[src/rtl/usr_pkg.sv]
// usr_pkg: shared mode encoding and counter-width helper for universal_shift_reg
package usr_pkg;
    typedef enum logic [2:0] {
        MODE_HOLD  = 3'd0,
        MODE_LOAD  = 3'd1,
        MODE_SHL   = 3'd2,
        MODE_SHR   = 3'd3,
        MODE_ROL   = 3'd4,
        MODE_ROR   = 3'd5,
        MODE_CLEAR = 3'd6,
        MODE_RSVD  = 3'd7
    } usr_mode_t;

    function automatic int cnt_w(input int width);
        return $clog2(width + 1);
    endfunction
endpackage

[src/rtl/universal_shift_reg_if.sv]
// usr_if: control, data and status bundle of universal_shift_reg
interface usr_if #(parameter int WIDTH = 8);
    import usr_pkg::*;
    logic             en_i;
    usr_mode_t        mode_i;
    logic [WIDTH-1:0] d_i;
    logic             sin_l_i;
    logic             sin_r_i;
    logic [WIDTH-1:0] q_o;
    logic [WIDTH-1:0] qbar_o;
    logic             sout_l_o;
    logic             sout_r_o;
    logic             done_o;
    modport master (output en_i, mode_i, d_i, sin_l_i, sin_r_i,
                    input  q_o, qbar_o, sout_l_o, sout_r_o, done_o);
    modport slave  (input  en_i, mode_i, d_i, sin_l_i, sin_r_i,
                    output q_o, qbar_o, sout_l_o, sout_r_o, done_o);
endinterface

[src/rtl/usr_shift_counter.sv]
// usr_shift_counter: counts shifts since LOAD and pulses done on the WIDTH-th
module usr_shift_counter
    import usr_pkg::*;
#(
    parameter int WIDTH = 8
) (
    input  logic clk,
    input  logic rst,
    input  logic en_i,
    input  logic load_i,
    input  logic shift_i,
    input  logic clear_i,
    output logic done_o
);
    localparam int CW = cnt_w(WIDTH);
    logic [CW-1:0] cnt_q;
    logic          armed_q;
    logic          done_q;
    // arm on load, count armed shifts, fire done and disarm on the last one
    always_ff @(posedge clk) begin
        if (rst) begin
            cnt_q   <= '0;
            armed_q <= 1'b0;
            done_q  <= 1'b0;
        end else begin
            done_q <= 1'b0;
            if (en_i) begin
                if (clear_i) begin
                    cnt_q   <= '0;
                    armed_q <= 1'b0;
                end else if (load_i) begin
                    cnt_q   <= '0;
                    armed_q <= 1'b1;
                end else if (shift_i && armed_q) begin
                    if (cnt_q == CW'(WIDTH - 1)) begin
                        cnt_q   <= '0;
                        armed_q <= 1'b0;
                        done_q  <= 1'b1;
                    end else begin
                        cnt_q <= cnt_q + 1'b1;
                    end
                end
            end
        end
    end
    assign done_o = done_q;
endmodule

[src/rtl/universal_shift_reg.sv]
// universal_shift_reg: hold/load/shift/rotate/clear register; USR_ROTATE_EN enables rotates
module universal_shift_reg
    import usr_pkg::*;
#(
    parameter int               WIDTH     = 8,
    parameter logic [WIDTH-1:0] RESET_VAL = '0
) (
    input logic clk,
    input logic rst,
    usr_if.slave bus
);
`ifdef USR_ROTATE_EN
    localparam bit ROT_EN = 1'b1;
`else
    localparam bit ROT_EN = 1'b0;
`endif
    logic [WIDTH-1:0] q_q, q_d;
    logic             shift, rot;
    assign rot   = ROT_EN && (bus.mode_i == MODE_ROL || bus.mode_i == MODE_ROR);
    assign shift = bus.mode_i == MODE_SHL || bus.mode_i == MODE_SHR || rot;
    // next register value selected by mode; disabled rotates fall back to hold
    always_comb begin
        q_d = q_q;
        case (bus.mode_i)
            MODE_LOAD:  q_d = bus.d_i;
            MODE_SHL:   q_d = {q_q[WIDTH-2:0], bus.sin_l_i};
            MODE_SHR:   q_d = {bus.sin_r_i, q_q[WIDTH-1:1]};
            MODE_ROL:   q_d = rot ? {q_q[WIDTH-2:0], q_q[WIDTH-1]} : q_q;
            MODE_ROR:   q_d = rot ? {q_q[0], q_q[WIDTH-1:1]} : q_q;
            MODE_CLEAR: q_d = '0;
            default:    q_d = q_q;
        endcase
    end
    // data register with clock enable
    always_ff @(posedge clk) begin
        if (rst) q_q <= RESET_VAL;
        else if (bus.en_i) q_q <= q_d;
    end
    usr_shift_counter #(.WIDTH(WIDTH)) u_cnt (
        .clk     (clk),
        .rst     (rst),
        .en_i    (bus.en_i),
        .load_i  (bus.mode_i == MODE_LOAD),
        .shift_i (shift),
        .clear_i (bus.mode_i == MODE_CLEAR),
        .done_o  (bus.done_o)
    );
    assign bus.q_o      = q_q;
    assign bus.qbar_o   = ~q_q;
    assign bus.sout_l_o = q_q[WIDTH-1];
    assign bus.sout_r_o = q_q[0];
endmodule

[src/flat_wrapper.sv]
// flat-port wrapper written by rule: the top's interface ports become plain ports
module universal_shift_reg_flat import usr_pkg::*;
#(
    parameter int               WIDTH     = 8,
    parameter logic [WIDTH-1:0] RESET_VAL = '0
)
  (clk, rst, bus_en_i, bus_mode_i, bus_d_i, bus_sin_l_i, bus_sin_r_i, bus_q_o, bus_qbar_o, bus_sout_l_o, bus_sout_r_o, bus_done_o);
  usr_if #(.WIDTH(WIDTH)) bus_i ();
  input logic clk;
  input logic rst;
  input wire logic [$bits(bus_i.en_i)-1:0] bus_en_i;
  input wire logic [$bits(bus_i.mode_i)-1:0] bus_mode_i;
  input wire logic [$bits(bus_i.d_i)-1:0] bus_d_i;
  input wire logic [$bits(bus_i.sin_l_i)-1:0] bus_sin_l_i;
  input wire logic [$bits(bus_i.sin_r_i)-1:0] bus_sin_r_i;
  output wire logic [$bits(bus_i.q_o)-1:0] bus_q_o;
  output wire logic [$bits(bus_i.qbar_o)-1:0] bus_qbar_o;
  output wire logic [$bits(bus_i.sout_l_o)-1:0] bus_sout_l_o;
  output wire logic [$bits(bus_i.sout_r_o)-1:0] bus_sout_r_o;
  output wire logic [$bits(bus_i.done_o)-1:0] bus_done_o;
  assign bus_i.en_i = bus_en_i;
  assign bus_i.mode_i = bus_mode_i;
  assign bus_i.d_i = bus_d_i;
  assign bus_i.sin_l_i = bus_sin_l_i;
  assign bus_i.sin_r_i = bus_sin_r_i;
  assign bus_q_o = bus_i.q_o;
  assign bus_qbar_o = bus_i.qbar_o;
  assign bus_sout_l_o = bus_i.sout_l_o;
  assign bus_sout_r_o = bus_i.sout_r_o;
  assign bus_done_o = bus_i.done_o;
  universal_shift_reg #(.WIDTH(WIDTH), .RESET_VAL(RESET_VAL)) u_core (.clk(clk), .rst(rst), .bus(bus_i));
endmodule
[config.mk]
export PLATFORM = sky130hd
export DESIGN_NAME = universal_shift_reg_flat
export DESIGN_NICKNAME = d
export VERILOG_FILES = /design/src/rtl/usr_pkg.sv /design/src/rtl/universal_shift_reg_if.sv /design/src/rtl/usr_shift_counter.sv /design/src/rtl/universal_shift_reg.sv /design/src/flat_wrapper.sv
export SDC_FILE = /design/constraint.sdc
export NUM_CORES = 1
export LEC_CHECK = 0
export BUFFER_PORTS_ARGS = -buffer_cell sky130_fd_sc_hd__buf_2
export CELL_PAD_IN_SITES_DETAIL_PLACEMENT = 0
export CELL_PAD_IN_SITES_GLOBAL_PLACEMENT = 1
export CORE_MARGIN = 2
export CORE_UTILIZATION = 31
export DETAILED_ROUTE_END_ITERATION = 10
export PLACE_DENSITY = 0.73
export SLEW_MARGIN = 0
export SYNTH_ARGS = -nofsm -noshare
export SYNTH_HDL_FRONTEND = slang
export SYNTH_SLANG_ARGS = --single-unit
[constraint.sdc]
create_clock -name clk -period 2.55 [get_ports clk]
set_clock_uncertainty 0.1 [all_clocks]
set_input_delay 0.3825 -clock clk [delete_from_list [all_inputs] [get_ports clk]]
set_output_delay 0.3825 -clock clk [all_outputs]
set_load 0.1 [all_outputs]
* After elaboration in Yosys (flattened, before gate mapping) *
Cells that the tools add are included.
W data, S select, Z words.

word-level totals
  memories = 0
  latch bits = 0
  word-level logic and storage cells = 32
  memory bits (read-only) = 0
  bits of input ports = 16
  register bits after elaboration = 14
  memory bits (writable) = 0
  output and inout port bits = 19

operators by class
  multipliers = 0
  div/mod/pow operators = 0
  reductions and logical operators = 9
  add/sub/neg operators = 1
  multiplexer cells = 10
  magnitude comparators = 0
  eq/ne operators = 5
  shift-type cells = 0
  bitwise operators = 3

operator list
  cell                   number
  $pmux W8 S4            1
  $mux W4                4
  $not A8 Y8             1
  $eq A3 B2 Y1 const B   2
  $reduce_bool A3 Y1     2
  $mux W1                5
  $reduce_or A5 Y1       1
  $add A4 B1 Y4 const B  1
  $eq A4 B3 Y1 const B   1
  $reduce_and A2 Y1      2
  $reduce_bool A4 Y1     1
  $eq A3 B1 Y1 const B   1
  $eq A3 B3 Y1 const B   1
  $reduce_and A3 Y1      1
  $not A1 Y1             2
  $logic_and A1 B1 Y1    1
  $logic_or A1 B1 Y1     1

* Logic depth before layout (Yosys ltp) *
Gate-level depths: netlist (run 1).

  depth in word-level cells = 6
  depth in mapped cells = 7
  depth with buffers taken out = 5

* Hierarchy *
Synthesis (run 1) repeated with hierarchy kept, for this count alone.

second synthesis, totals
  cells, all modules = 135
  area, all modules = 998.5 µm²

by module, submodules not included
  module               area each (µm²)  seq. area each (µm²)  times used  cells an instance
  universal_shift_reg  663.1            160.2                 1           98
  usr_shift_counter    335.3            120.1                 1           37

* Least setup slack after synthesis (run 1) *
No wires, ideal clock.

  path type = flip-flop to output port
  start = register u_core.q_q[7] (netlist: u_core.bus.q_o[7])
  end = output port bus_qbar_o[7]
  required time = 2068 ps
  buffers on the path = 0
  arrival = 1678 ps
  stages on the path, launching flop included = 2
  slack = 389 ps
  cells stage by stage = dfxtp_1 inv_1

between the ends
  word-level cells in the longest chain between the ends = 1

ends and longest elaborated chain
  what                    RTL line                   RTL
  from (decl)             universal_shift_reg.sv:17  logic [WIDTH-1:0] q_q, q_d;
  from (signal assigned)  universal_shift_reg.sv:37  else if (bus.en_i) q_q <= q_d;
  $not A8 Y8              universal_shift_reg.sv:49  assign bus.qbar_o = ~q_q;
  to (decl)               flat_wrapper.sv:17         output wire logic [$bits(bus_i.qbar_o)-1:0] bus_qbar_o;

Every way passes these cells.

* Worst setup path in the final report (run 1) *
  start = register u_core.u_cnt.cnt_q[0]
  end = register u_core.u_cnt.cnt_q[3]

between the ends
  word-level cells in the longest chain between the ends = 5
  elaborated cells between the ends (all ways) = 6
  those cells by class = 1 x add/sub; 1 x eq/ne; 4 x mux

ends and longest elaborated chain
  what                                                  RTL line                                          RTL
  from (decl)                                           usr_shift_counter.sv:16                           logic [CW-1:0] cnt_q;
  from (signal assigned)                                usr_shift_counter.sv:40                           cnt_q <= cnt_q + 1'b1;
  $add A4 B1 Y4 / $eq A4 B3 Y1 (equally long branches)  usr_shift_counter.sv:40, usr_shift_counter.sv:35
  $mux W4 *                                             usr_shift_counter.sv:35                           if (cnt_q == CW'(WIDTH - 1)) begin
  $mux W4 *                                             usr_shift_counter.sv:34                           end else if (shift_i && armed_q) begin
  $mux W4 *                                             usr_shift_counter.sv:31                           end else if (load_i) begin
  $mux W4 *                                             usr_shift_counter.sv:28                           if (clear_i) begin

Every way passes the cells marked *; elsewhere a longest branch is shown, timed or not. The select of a mux whose other input is x is not followed.
A chain may end at the register's enable or synchronous reset.

==> flow_metrics.env, run 1 <==
export IMPL_fin_ws_ns=0.623
export IMPL_rsz_0062_raised_after_global_routing="false"
export IMPL_synthCells=104
export IMPL_gr_total_overflow=0
export IMPL_coreArea_um2=2450
export IMPL_switching_power_uw=286
export IMPL_antenna_violations_before_repair=0
export IMPL_layout_nets=153
export IMPL_critical_path_startpoint_type="register"
export IMPL_final_routed_drc_violation_total=0
export IMPL_dieHeight_um=54.7
export IMPL_post_cts_resized_instances=0
export IMPL_synth_seq_area_share_pct=35.1
export IMPL_cts_hold_repair_buffers=0
export IMPL_cts_post_setup_buffers_inserted=0
export IMPL_cts_inserted_buffers=3
export IMPL_cellLeakagePower_nw=0.439
export IMPL_ys_warnings_count=0
export IMPL_root_buffer="clkbuf_4"
export IMPL_critical_path_class="reg -> reg"
export IMPL_portBuffers=34
export IMPL_synth_top_area_cell="dfxtp_1"
export IMPL_setup_viol=0
export IMPL_area_used_by_multi_input_combinational_logic_um2=448
export IMPL_post_synth_num_cell_types=26
export IMPL_design_die_area_um2=3000
export IMPL_power_share_switching_pct=46.3
export IMPL_post_synth_edffs=0
export IMPL_postSynth_asyncResetShare_pct=0
export IMPL_place_ws_ns=0.543
export IMPL_cts_root_to_sink_buffers=2
export IMPL_cellPowerDensity_nw_per_um2=626
export IMPL_htreeDepth=1
export IMPL_tightest_slew_ns=0.577
export IMPL_grt_max_degree=18
export IMPL_worst_slew_margin_rel_pct=61.5
export IMPL_critical_path_peak_fanout=4
export IMPL_clk_latency_ns=0.27
export IMPL_seq_power_share_pct=39.4
export IMPL_die_w_um=54.7
export IMPL_n_fill_cell=260
export IMPL_clock_pin_slew_on_the_worst_setup_and_hold_paths_ns=0.08
export IMPL_groute_usage_overall_pct=14.3
export IMPL_diodes=0
export IMPL_vias_per_cell=4.82
export IMPL_final_period_minus_worst_setup_slack_ns=1.93
export IMPL_io_pin_count=35
export IMPL_start_util_pct=32.5
export IMPL_seq_area_um2=280
export IMPL_critical_path_required_ns=2.65
export IMPL_slew_viol_final=0
export IMPL_post_synth_top_area_fraction_pct=35.1
export IMPL_estimated_wirelength_of_the_detail_placed_design_um=1380
export IMPL_detailed_route_iter0_violations=9
export IMPL_type_of_destination_of_the_critical_path="register"
export IMPL_synth_ff_latch_count=14
export IMPL_summed_instance_area_of_the_synthesized_netlist_um2=798
export IMPL_final_period_utilization_pct=75.6
export IMPL_post_synth_main_area_contributors="dfxtp_1 35%, mux2i_1 10%, nor2_1 8.9%, a211oi_1 7.5%, a21oi_1 6.9%"
export IMPL_grt_first_pass_wirelength_um=3020
export IMPL_rd_place_congestion=0.831
export IMPL_synth_top_cells_by_count="19 x nor2_1, 14 x dfxtp_1, 11 x a21oi_1"
export IMPL_syn2layout_area_growth_pct=23.8
export IMPL_layout_cell_area_non_filler_um2=988
export IMPL_clkPwrFrac_pct=19.3
export IMPL_number_of_global_route_vias_before_repair=705
export IMPL_placement_cell_area_um2=966
export IMPL_drt_pass1_iter_count=4
export IMPL_synth_nets=121
export IMPL_part_of_the_power_in_combinational_logic_pct=41.4
export IMPL_hold_viol=0
export IMPL_total_negative_slack_ns=0
export IMPL_worst_ir_drop_vdd_mv=0.365
export IMPL_synthMostInstantiatedCell="nor2_1"
export IMPL_wirelength_um=1840
export IMPL_routed_via_count=790
export IMPL_status="finished, final reports clean"
export IMPL_routedWlPerCell_um=11.2
export IMPL_avgSynthCellArea_um2=7.68
export IMPL_clock_fmax_mhz=519
export IMPL_cts_sink_count=14
export IMPL_antenna_left=0
export IMPL_power_internal_uw=332
export IMPL_post_route_cells_drive_above_1_share_pct=29.9
export IMPL_postSynth_topFlopCell="dfxtp_1"
export IMPL_std_cell_rows=18
export IMPL_max_cap_viol_count=0
export IMPL_holdCritPathClass="in -> reg"
export IMPL_tritoncts="done"
export IMPL_critical_path_arrival_ns=2.03
[cells in the final DEF (no fill, tap or decap)]
cell / count
a31oi_1: 1
or4_1: 1
nor4b_1: 1
or3_1: 2
a21oi_1: 11
nor2_1: 19
a22oi_1: 1
nand4_2: 1
or3b_2: 1
mux2i_1: 8
nand2_1: 7
or2_2: 1
nor3_1: 2
o21ai_0: 2
clkbuf_4: 3
and3_1: 1
inv_1: 8
nand3_1: 3
dfxtp_1: 14
nor3b_1: 1
a211oi_1: 8
and3b_1: 2
nand2b_1: 1
buf_2: 34
ha_1: 1
[per-stage QoR]
step           hold WS [ns]  instances  power (mW)  util (%)
2_1_floorplan         0.355        104       0.466         -
3_3_place_gp          0.379        161       0.506      39.3
3_5_place_dp          0.388        161       0.506      39.3
4_1_cts               0.271        164       0.630      40.3
5_1_grt               0.289        164       0.652      40.3
6_report              0.282        164       0.619      40.3
[worst max-delay path, cell delays in order, from the launching register on]
cell,delay [ns]
dfxtp_1,0.34
ha_1,0.23
and3b_1,0.19
or3_1,0.35
or4_1,0.47
a31oi_1,0.16
[worst paths after layout]
path                                            from                                 end  cells after the start  slack, ns
setup reg to reg  u_core.u_cnt.cnt_q[0]$_SDFFE_PP0P_  u_core.u_cnt.cnt_q[3]$_SDFFE_PP0P_                      5       0.62
setup / recovery  u_core.u_cnt.cnt_q[0]$_SDFFE_PP0P_  u_core.u_cnt.cnt_q[3]$_SDFFE_PP0P_                      5       0.62
hold reg to reg    u_core.u_cnt.armed_q$_SDFFE_PP0P_   u_core.u_cnt.armed_q$_SDFFE_PP0P_                      2       0.40
hold / removal                              bus_en_i   u_core.u_cnt.armed_q$_SDFFE_PP0P_                      3       0.28
[sequential cells by signal, indices dropped and copies added, names as in the netlist]
signal and flops:
u_core.bus.q_o 8, u_core.u_cnt.armed_q 1, u_core.u_cnt.done_o 1, u_core.u_cnt.cnt_q 4
[routing by layer]
layer	GRT usage (%)	vias to the layer above	wire length (µm)
met5	0	-	0
met4	2.50	0	15
met3	6.28	2	116
met2	25.0	23	826
met1	15.9	345	885
li1	-	420	-
[kinds of logic (layout without fill, tap and decap cells)]
group	count (synthesis)	count (layout)	synth area share [%]
mux	8	8	10.0
fa+ha+maj	1	1	1.57
simple gates	43	43	27.1
compound gates	23	23	17.4
buf+inv	15	45	8.78
flops	14	14	35.1
[layout make-up]
| type | count | area share, % |
|---|---|---|
| Inverter | 8 | 3.04 |
| Timing Repair Buffer | 34 | 17.2 |
| Sequential cell | 14 | 28.4 |
| Tap cell | 30 | 3.80 |
| Multi-Input combinational cell | 75 | 45.3 |
| Clock buffer | 3 | 2.28 |
[power by group through the flow]
stage / clock [mW] / combinational [mW] / sequential [mW]
global placement: 0 / 0.257 / 0.249
detailed placement: 0 / 0.257 / 0.249
global route: 0.135 / 0.272 / 0.246
finish: 0.119 / 0.256 / 0.244
floorplan: 0 / 0.149 / 0.316
CTS: 0.128 / 0.257 / 0.244
Power figures use the tool's default switching activity.
==> inputs of run 2 (changes only) <==
==> constraint.sdc (replaced) <==
create_clock -name clk -period 1.8 [get_ports clk]
set_clock_uncertainty 0.1 [all_clocks]
set_input_delay 0.27 -clock clk [delete_from_list [all_inputs] [get_ports clk]]
set_output_delay 0.27 -clock clk [all_outputs]
set_load 0.1 [all_outputs]
==> run 2 against run 1 <==
Utilization up 3.3 points. Critical path depth unchanged. Die area unchanged. Maximum frequency up 13%. Final area up 8.2%. Total power up 55%. Register-to-register slack worse by 0.52 ns. Sequential share of layout area down 0.99 points. Clock-buffer cell count up 1. Setup slack worse by 0.52 ns. Routed wire length up 13%.
==> flow_metrics.env, run 2 (synthesis gave the netlist of run 1 again) <==
export IMPL_die_w_um=54.7
export IMPL_max_cap_viol_count=0
export IMPL_total_negative_slack_ns=0
export IMPL_diodes=0
export IMPL_cellLeakagePower_nw=0.484
export IMPL_area_used_by_multi_input_combinational_logic_um2=450
export IMPL_worst_r2r_setup_slack_ns=0.1
export IMPL_htreeDepth=1
export IMPL_cts_hold_repair_buffers=0
export IMPL_r2r_cells=5
export IMPL_layout_cells_most_common="buf_2"
export IMPL_crit_path_start="u_core.u_cnt.cnt_q[0]$_SDFFE_PP0P_"
export IMPL_n_fill_cell=252
export IMPL_status="finished, final reports clean"
export IMPL_hold_viol=0
export IMPL_cts_root_to_sink_buffers=2
export IMPL_cellPowerDensity_nw_per_um2=898
export IMPL_design_die_area_um2=3000
export IMPL_holdCritPathClass="in -> reg"
export IMPL_tritoncts="done"
export IMPL_grt_util_met3_pct=2.46
export IMPL_final_core_utilization_pct=43.6
export IMPL_syn2layout_area_growth_pct=34.0
export IMPL_worstReg2RegEnd="u_core.u_cnt.cnt_q[3]$_SDFFE_PP0P_"
export IMPL_critical_path_required_ns=1.92
export IMPL_worst_hold_path_num_cells=3
export IMPL_final_period_minus_worst_setup_slack_ns=1.70
export IMPL_critical_path_startpoint_type="register"
export IMPL_cts_inserted_buffers=3
export IMPL_timing_hold_worst_start="bus_en_i"
export IMPL_grt_use_met1_pct=20.9
export IMPL_setup_viol=0
export IMPL_portBuffers=34
export IMPL_worst_slew_margin_rel_pct=59.9
export IMPL_drt_pass1_iter_count=4
export IMPL_grt_max_degree=18
export IMPL_wirelength_um=2080
export IMPL_antenna_left=0
export IMPL_vias_per_cell=4.98
export IMPL_layout_nets=160
export IMPL_io_pin_count=35
export IMPL_cts_sink_count=14
export IMPL_routed_via_count=857
export IMPL_worst_ir_drop_vdd_mv=0.499
export IMPL_regToRegStartpoint="u_core.u_cnt.cnt_q[0]$_SDFFE_PP0P_"
export IMPL_type_of_destination_of_the_critical_path="register"
export IMPL_final_period_utilization_pct=94.5
export IMPL_start_util_pct=32.5
export IMPL_final_routed_drc_violation_total=0
export IMPL_worstHoldEndpoint="u_core.u_cnt.armed_q$_SDFFE_PP0P_"
export IMPL_seq_area_um2=293
export IMPL_slew_viol_final=0
export IMPL_number_of_global_route_vias_before_repair=718
export IMPL_estimated_wirelength_of_the_detail_placed_design_um=1520
export IMPL_post_route_cells_drive_above_1_share_pct=41.5
export IMPL_detailed_route_iter0_violations=10
export IMPL_critical_path_class="reg -> reg"
export IMPL_root_buffer="clkbuf_4"
export IMPL_rd_place_congestion=0.790
export IMPL_dieHeight_um=54.7
export IMPL_rsz_0062_raised_after_global_routing="false"
export IMPL_gr_usage_met2_pct=23.0
export IMPL_tightest_slew_ns=0.602
export IMPL_clock_pin_slew_on_the_worst_setup_and_hold_paths_ns=0.09
export IMPL_groute_usage_overall_pct=15.3
export IMPL_critical_path_arrival_ns=1.83
export IMPL_critical_path_peak_fanout=2
export IMPL_clock_fmax_mhz=588
export IMPL_grt_first_pass_wirelength_um=3270
export IMPL_largest_register_ffs=8
export IMPL_routedWlPerCell_um=12.1
export IMPL_gr_total_overflow=0
export IMPL_gr_peak_layer="met2"
export IMPL_layout_cells_most_common_list="34 x buf_2, 19 x nor2_1, 11 x a21oi_1"
export IMPL_clk_latency_ns=0.29
export IMPL_coreArea_um2=2450
export IMPL_antenna_violations_before_repair=0
export IMPL_std_cell_rows=18
-- run 2: changes by cell type in the layout (fill, tap and decap cells not counted) --
cell	change
dfxtp_1	-10
ha_1	-1
ha_2	+1
buf_4	+7
dfxtp_2	+10
clkbuf_8	+1
-- run 2: power by group --
group,internal [mW],switching (mW)
clock network,0.123,0.115
registers,0.329,0.0189
logic,0.0739,0.300
total,0.527,0.434
-- run 2: how the worst max path moves through the flow --
stage | cells past startpoint | end
2_1_floorplan | 5 | u_core.u_cnt.cnt_q[3]$_SDFFE_PP0P_
3_3_place_gp | 5 | u_core.u_cnt.cnt_q[3]$_SDFFE_PP0P_
3_5_place_dp | 5 | u_core.u_cnt.cnt_q[3]$_SDFFE_PP0P_
4_1_cts | 5 | u_core.u_cnt.cnt_q[3]$_SDFFE_PP0P_
5_1_grt | 5 | u_core.u_cnt.cnt_q[3]$_SDFFE_PP0P_
6_report | 5 | u_core.u_cnt.cnt_q[3]$_SDFFE_PP0P_
-- run 2: cell type report --
cell class	count	area share, %
clock buffer	4	3.39
timing repair buffer	41	20.8
inverter	8	2.81
tap	30	3.51
multi-input combinational	75	42.1
sequential	14	27.4
-- run 2: repair_timing --
| item | CTS | global route |
|---|---|---|
| endpoints found under the setup margin | 1 | 1 |
| gates resized for setup | 1 | 1 |
| setup buffers | 0 | 0 |
| pin swaps | 1 | 3 |
-- run 2: layer usage --
layer | wire length [µm] | share of wire [%]
met1 | 961 | 46
met3 | 107 | 5.1
met5 | 0 | 0
met2 | 982 | 47
met4 | 31 | 1.5
-- run 2: stage by stage --
step                      hold slack [ns]  area [µm²]  cells  total power [mW]  setup WS [ns]
after global placement              0.392        1030    168             0.727         0.0327
after floorplan                     0.235         811    104             0.663         0.0178
after global routing                0.176        1070    172              1.00         0.0562
after CTS                           0.156        1070    172             0.971         0.0109
final                               0.163        1070    172             0.960         0.0991
after detailed placement            0.397        1030    168             0.730        0.00382
-- run 2: worst max-delay path, cell delays in order, from the launching register on --
cell	delay, ns
dfxtp_2	0.33
ha_2	0.18
and3b_1	0.17
or3_1	0.31
or4_1	0.40
a31oi_1	0.16
==> inputs of run 3 (changes only) <==
--- a/config.mk
+++ b/config.mk
@@ -8,11 +8,13 @@
 export BUFFER_PORTS_ARGS = -buffer_cell sky130_fd_sc_hd__buf_2
 export CELL_PAD_IN_SITES_DETAIL_PLACEMENT = 0
 export CELL_PAD_IN_SITES_GLOBAL_PLACEMENT = 1
+export CORE_ASPECT_RATIO = 0.5
 export CORE_MARGIN = 2
-export CORE_UTILIZATION = 31
+export CORE_UTILIZATION = 34
 export DETAILED_ROUTE_END_ITERATION = 10
-export PLACE_DENSITY = 0.73
+export PLACE_DENSITY = 0.75
 export SLEW_MARGIN = 0
 export SYNTH_ARGS = -nofsm -noshare
 export SYNTH_HDL_FRONTEND = slang
+export SYNTH_HIERARCHICAL = 1
 export SYNTH_SLANG_ARGS = --single-unit
==> run 3 against run 2 <==
Utilization is 4.0 points higher. Cell count is 20% higher. Die area is 14% higher. Critical path depth is 3 lower. Clock power is 34% higher. Global-route usage is 0.82 points higher. Synthesized area is 25% higher. Non-clock buffer count is 1 lower. Synthesized cell count is 30% higher. Critical endpoint is now bus_qbar_o[5]. Highest routed layer unchanged.
==> flow_metrics.env, run 3 <==
export IMPL_status="finished, final reports clean"
export IMPL_worst_slew_margin_rel_pct=67.7
export IMPL_groute_usage_overall_pct=16.1
export IMPL_critical_path_class="reg -> out"
export IMPL_detailed_route_iter0_violations=59
export IMPL_synth_adder_area_share_pct=1.25
export IMPL_synthMostInstantiatedCell="nand2_1"
export IMPL_seq_area_um2=298
export IMPL_cp_slowest_cell="buf_2"
export IMPL_rd_place_congestion=0.753
export IMPL_gr_total_overflow=0
export IMPL_diodes=0
export IMPL_synthMuxAreaShare_pct=0
export IMPL_critical_path_cell_chain="clkinvlp_4, buf_2"
export IMPL_antenna_left=0
export IMPL_final_core_utilization_pct=47.6
export IMPL_ys_warnings_count=6
export IMPL_portBuffers=34
export IMPL_tightest_slew_ns=0.488
export IMPL_grt_max_degree=17
export IMPL_drt_pass1_iter_count=4
export IMPL_post_route_cells_drive_above_1_share_pct=37.1
export IMPL_worst_r2r_setup_slack_ns=0.45
export IMPL_hold_viol=0
export IMPL_rsz_0062_raised_after_global_routing="false"
export IMPL_holdCritPathClass="in -> reg"
export IMPL_postSynth_topFlopCell="dfxtp_1"
export IMPL_synth_nets=152
export IMPL_post_synth_and_or_nand_nor_area_fraction_pct=32.6
export IMPL_avgSynthCellArea_um2=7.40
export IMPL_worst_ir_drop_vdd_mv=0.371
export IMPL_area_used_by_multi_input_combinational_logic_um2=607
export IMPL_synth_top_area_cell="dfxtp_1"
export IMPL_critical_path_startpoint_type="register"
export IMPL_die_w_um=80.6
export IMPL_vias_per_cell=5.15
export IMPL_post_synth_main_area_contributors="dfxtp_1 28%, nand2_1 6.4%, a21oi_1 4.5%, o21ai_0 4.5%, inv_1 4.5%"
export IMPL_setup_viol=0
export IMPL_final_period_minus_worst_setup_slack_ns=1.46
export IMPL_synth_ff_latch_count=14
export IMPL_synth_seq_area_share_pct=28.1
export IMPL_wirelength_um=2520
export IMPL_dieHeight_um=42.3
export IMPL_start_util_pct=37.2
export IMPL_number_of_global_route_vias_before_repair=961
export IMPL_largest_register_ffs=8
export IMPL_io_pin_count=35
export IMPL_clock_pin_slew_on_the_worst_setup_and_hold_paths_ns=0.06
export IMPL_post_synth_edffs=0
export IMPL_complex_gate_fraction_of_the_synthesized_area_pct=26.9
export IMPL_critical_path_peak_fanout=4
export IMPL_timing_critical_path_slowest_cell_delay_ns=0.41
export IMPL_layout_cells_most_common="buf_2"
export IMPL_std_cell_rows=13
export IMPL_clock_fmax_mhz=685
export IMPL_grt_first_pass_wirelength_um=4230
export IMPL_layout_cells_most_common_list="34 x buf_2, 17 x nand2_1, 12 x nor2_1"
export IMPL_cts_hold_repair_buffers=0
export IMPL_root_buffer="clkbuf_8"
export IMPL_antenna_violations_before_repair=0
export IMPL_routedWlPerCell_um=12.2
export IMPL_max_cap_viol_count=0
export IMPL_syn2layout_area_growth_pct=27.9
export IMPL_synth_top_family_by_area="simple AND/OR/NAND/NOR gates"
export IMPL_coreArea_um2=2680
export IMPL_critical_path_arrival_ns=1.09
export IMPL_routed_via_count=1066
export IMPL_estimated_wirelength_of_the_detail_placed_design_um=1870
export IMPL_cts_post_setup_buffers_inserted=0
export IMPL_summed_instance_area_of_the_synthesized_netlist_um2=998
export IMPL_synthCells=135
export IMPL_critPathBufInv=2
export IMPL_cts_root_to_sink_buffers=2
export IMPL_type_of_destination_of_the_critical_path="primary output"
export IMPL_cp_top_family="buffers and inverters"
export IMPL_final_period_utilization_pct=81.1
export IMPL_cellLeakagePower_nw=0.517
export IMPL_tritoncts="done"
export IMPL_synthXorXnorAreaFrac_pct=0
export IMPL_htreeDepth=1
export IMPL_post_synth_num_cell_types=41
export IMPL_critical_path_required_ns=1.43
export IMPL_final_routed_drc_violation_total=0
export IMPL_post_cts_resized_instances=0
export IMPL_cts_sink_count=14
export IMPL_layout_nets=188
export IMPL_n_fill_cell=286
export IMPL_slew_viol_final=0
export IMPL_clk_latency_ns=0.25
export IMPL_finalHoldWorstSlack_ns=0.177
export IMPL_synth_top_cells_by_count="17 x nand2_1, 14 x dfxtp_1, 12 x inv_1, 12 x nor2_1"
export IMPL_postSynth_asyncResetShare_pct=0
export IMPL_post_synth_top_area_fraction_pct=28.1
export IMPL_cellPowerDensity_nw_per_um2=840
export IMPL_design_die_area_um2=3410
export IMPL_cts_inserted_buffers=3
run 3: cell families after synthesis:
| group | Yosys count |
|---|---|
| compound gates | 38 |
| fa+ha+maj | 1 |
| buf+inv | 21 |
| flops | 14 |
| simple gates | 61 |
run 3: final timing paths:
kind / from / endpoint / cells after the start
hold / removal: bus_d_i[6] / u_core/bus.q_o[6]$_SDFFE_PP0P_ / 3
hold reg to reg: u_core/u_cnt/cnt_q[0]$_SDFFE_PP0P_ / u_core/u_cnt/cnt_q[0]$_SDFFE_PP0P_ / 1
setup / recovery: u_core/bus.q_o[5]$_SDFFE_PP0P_ / bus_qbar_o[5] / 2
setup reg to reg: u_core/u_cnt/cnt_q[0]$_SDFFE_PP0P_ / u_core/u_cnt/armed_q$_SDFFE_PP0P_ / 4
run 3: area by class of cell:
| class | instances | area share [%] |
|---|---|---|
| clock buffer | 4 | 4.31 |
| multi-input combinational | 100 | 47.5 |
| timing repair buffer | 40 | 16.8 |
| inverter | 12 | 4.41 |
| sequential | 14 | 23.3 |
| tap | 37 | 3.62 |
run 3: tightest hold or removal path: cells and delay by family:
kind	cells	cell delay [ns]
compound gates	1	0.08
buf+inv	1	0.09
simple gates	1	0.04
run 3: per-layer routing:
layer / vias up / GRT usage (%) / wire, µm
met1: 498 / 21.0 / 1320
met3: 2 / 5.39 / 142
met4: 0 / 5.76 / 10
met2: 23 / 24.8 / 1050
li1: 543 / - / -
met5: - / 0 / 0
run 3: power by group:
part,switching [mW],internal (mW)
Sequential,0.0199,0.326
Combinational,0.324,0.0843
Clock,0.124,0.194
run 3: stage by stage:
| stage | TNS [ns] | std cells | power (mW) | instance area, µm² | setup WS [ns] |
|---|---|---|---|---|---|
| global route | 0 | 207 | 1.13 | 1280 | 0.296 |
| detailed placement | 0 | 203 | 0.761 | 1220 | 0.209 |
| floorplan | -0.0302 | 135 | 0.691 | 1030 | -0.0295 |
| finish | 0 | 207 | 1.07 | 1280 | 0.340 |
| global placement | 0 | 203 | 0.762 | 1220 | 0.190 |
| CTS | 0 | 207 | 1.09 | 1280 | 0.326 |
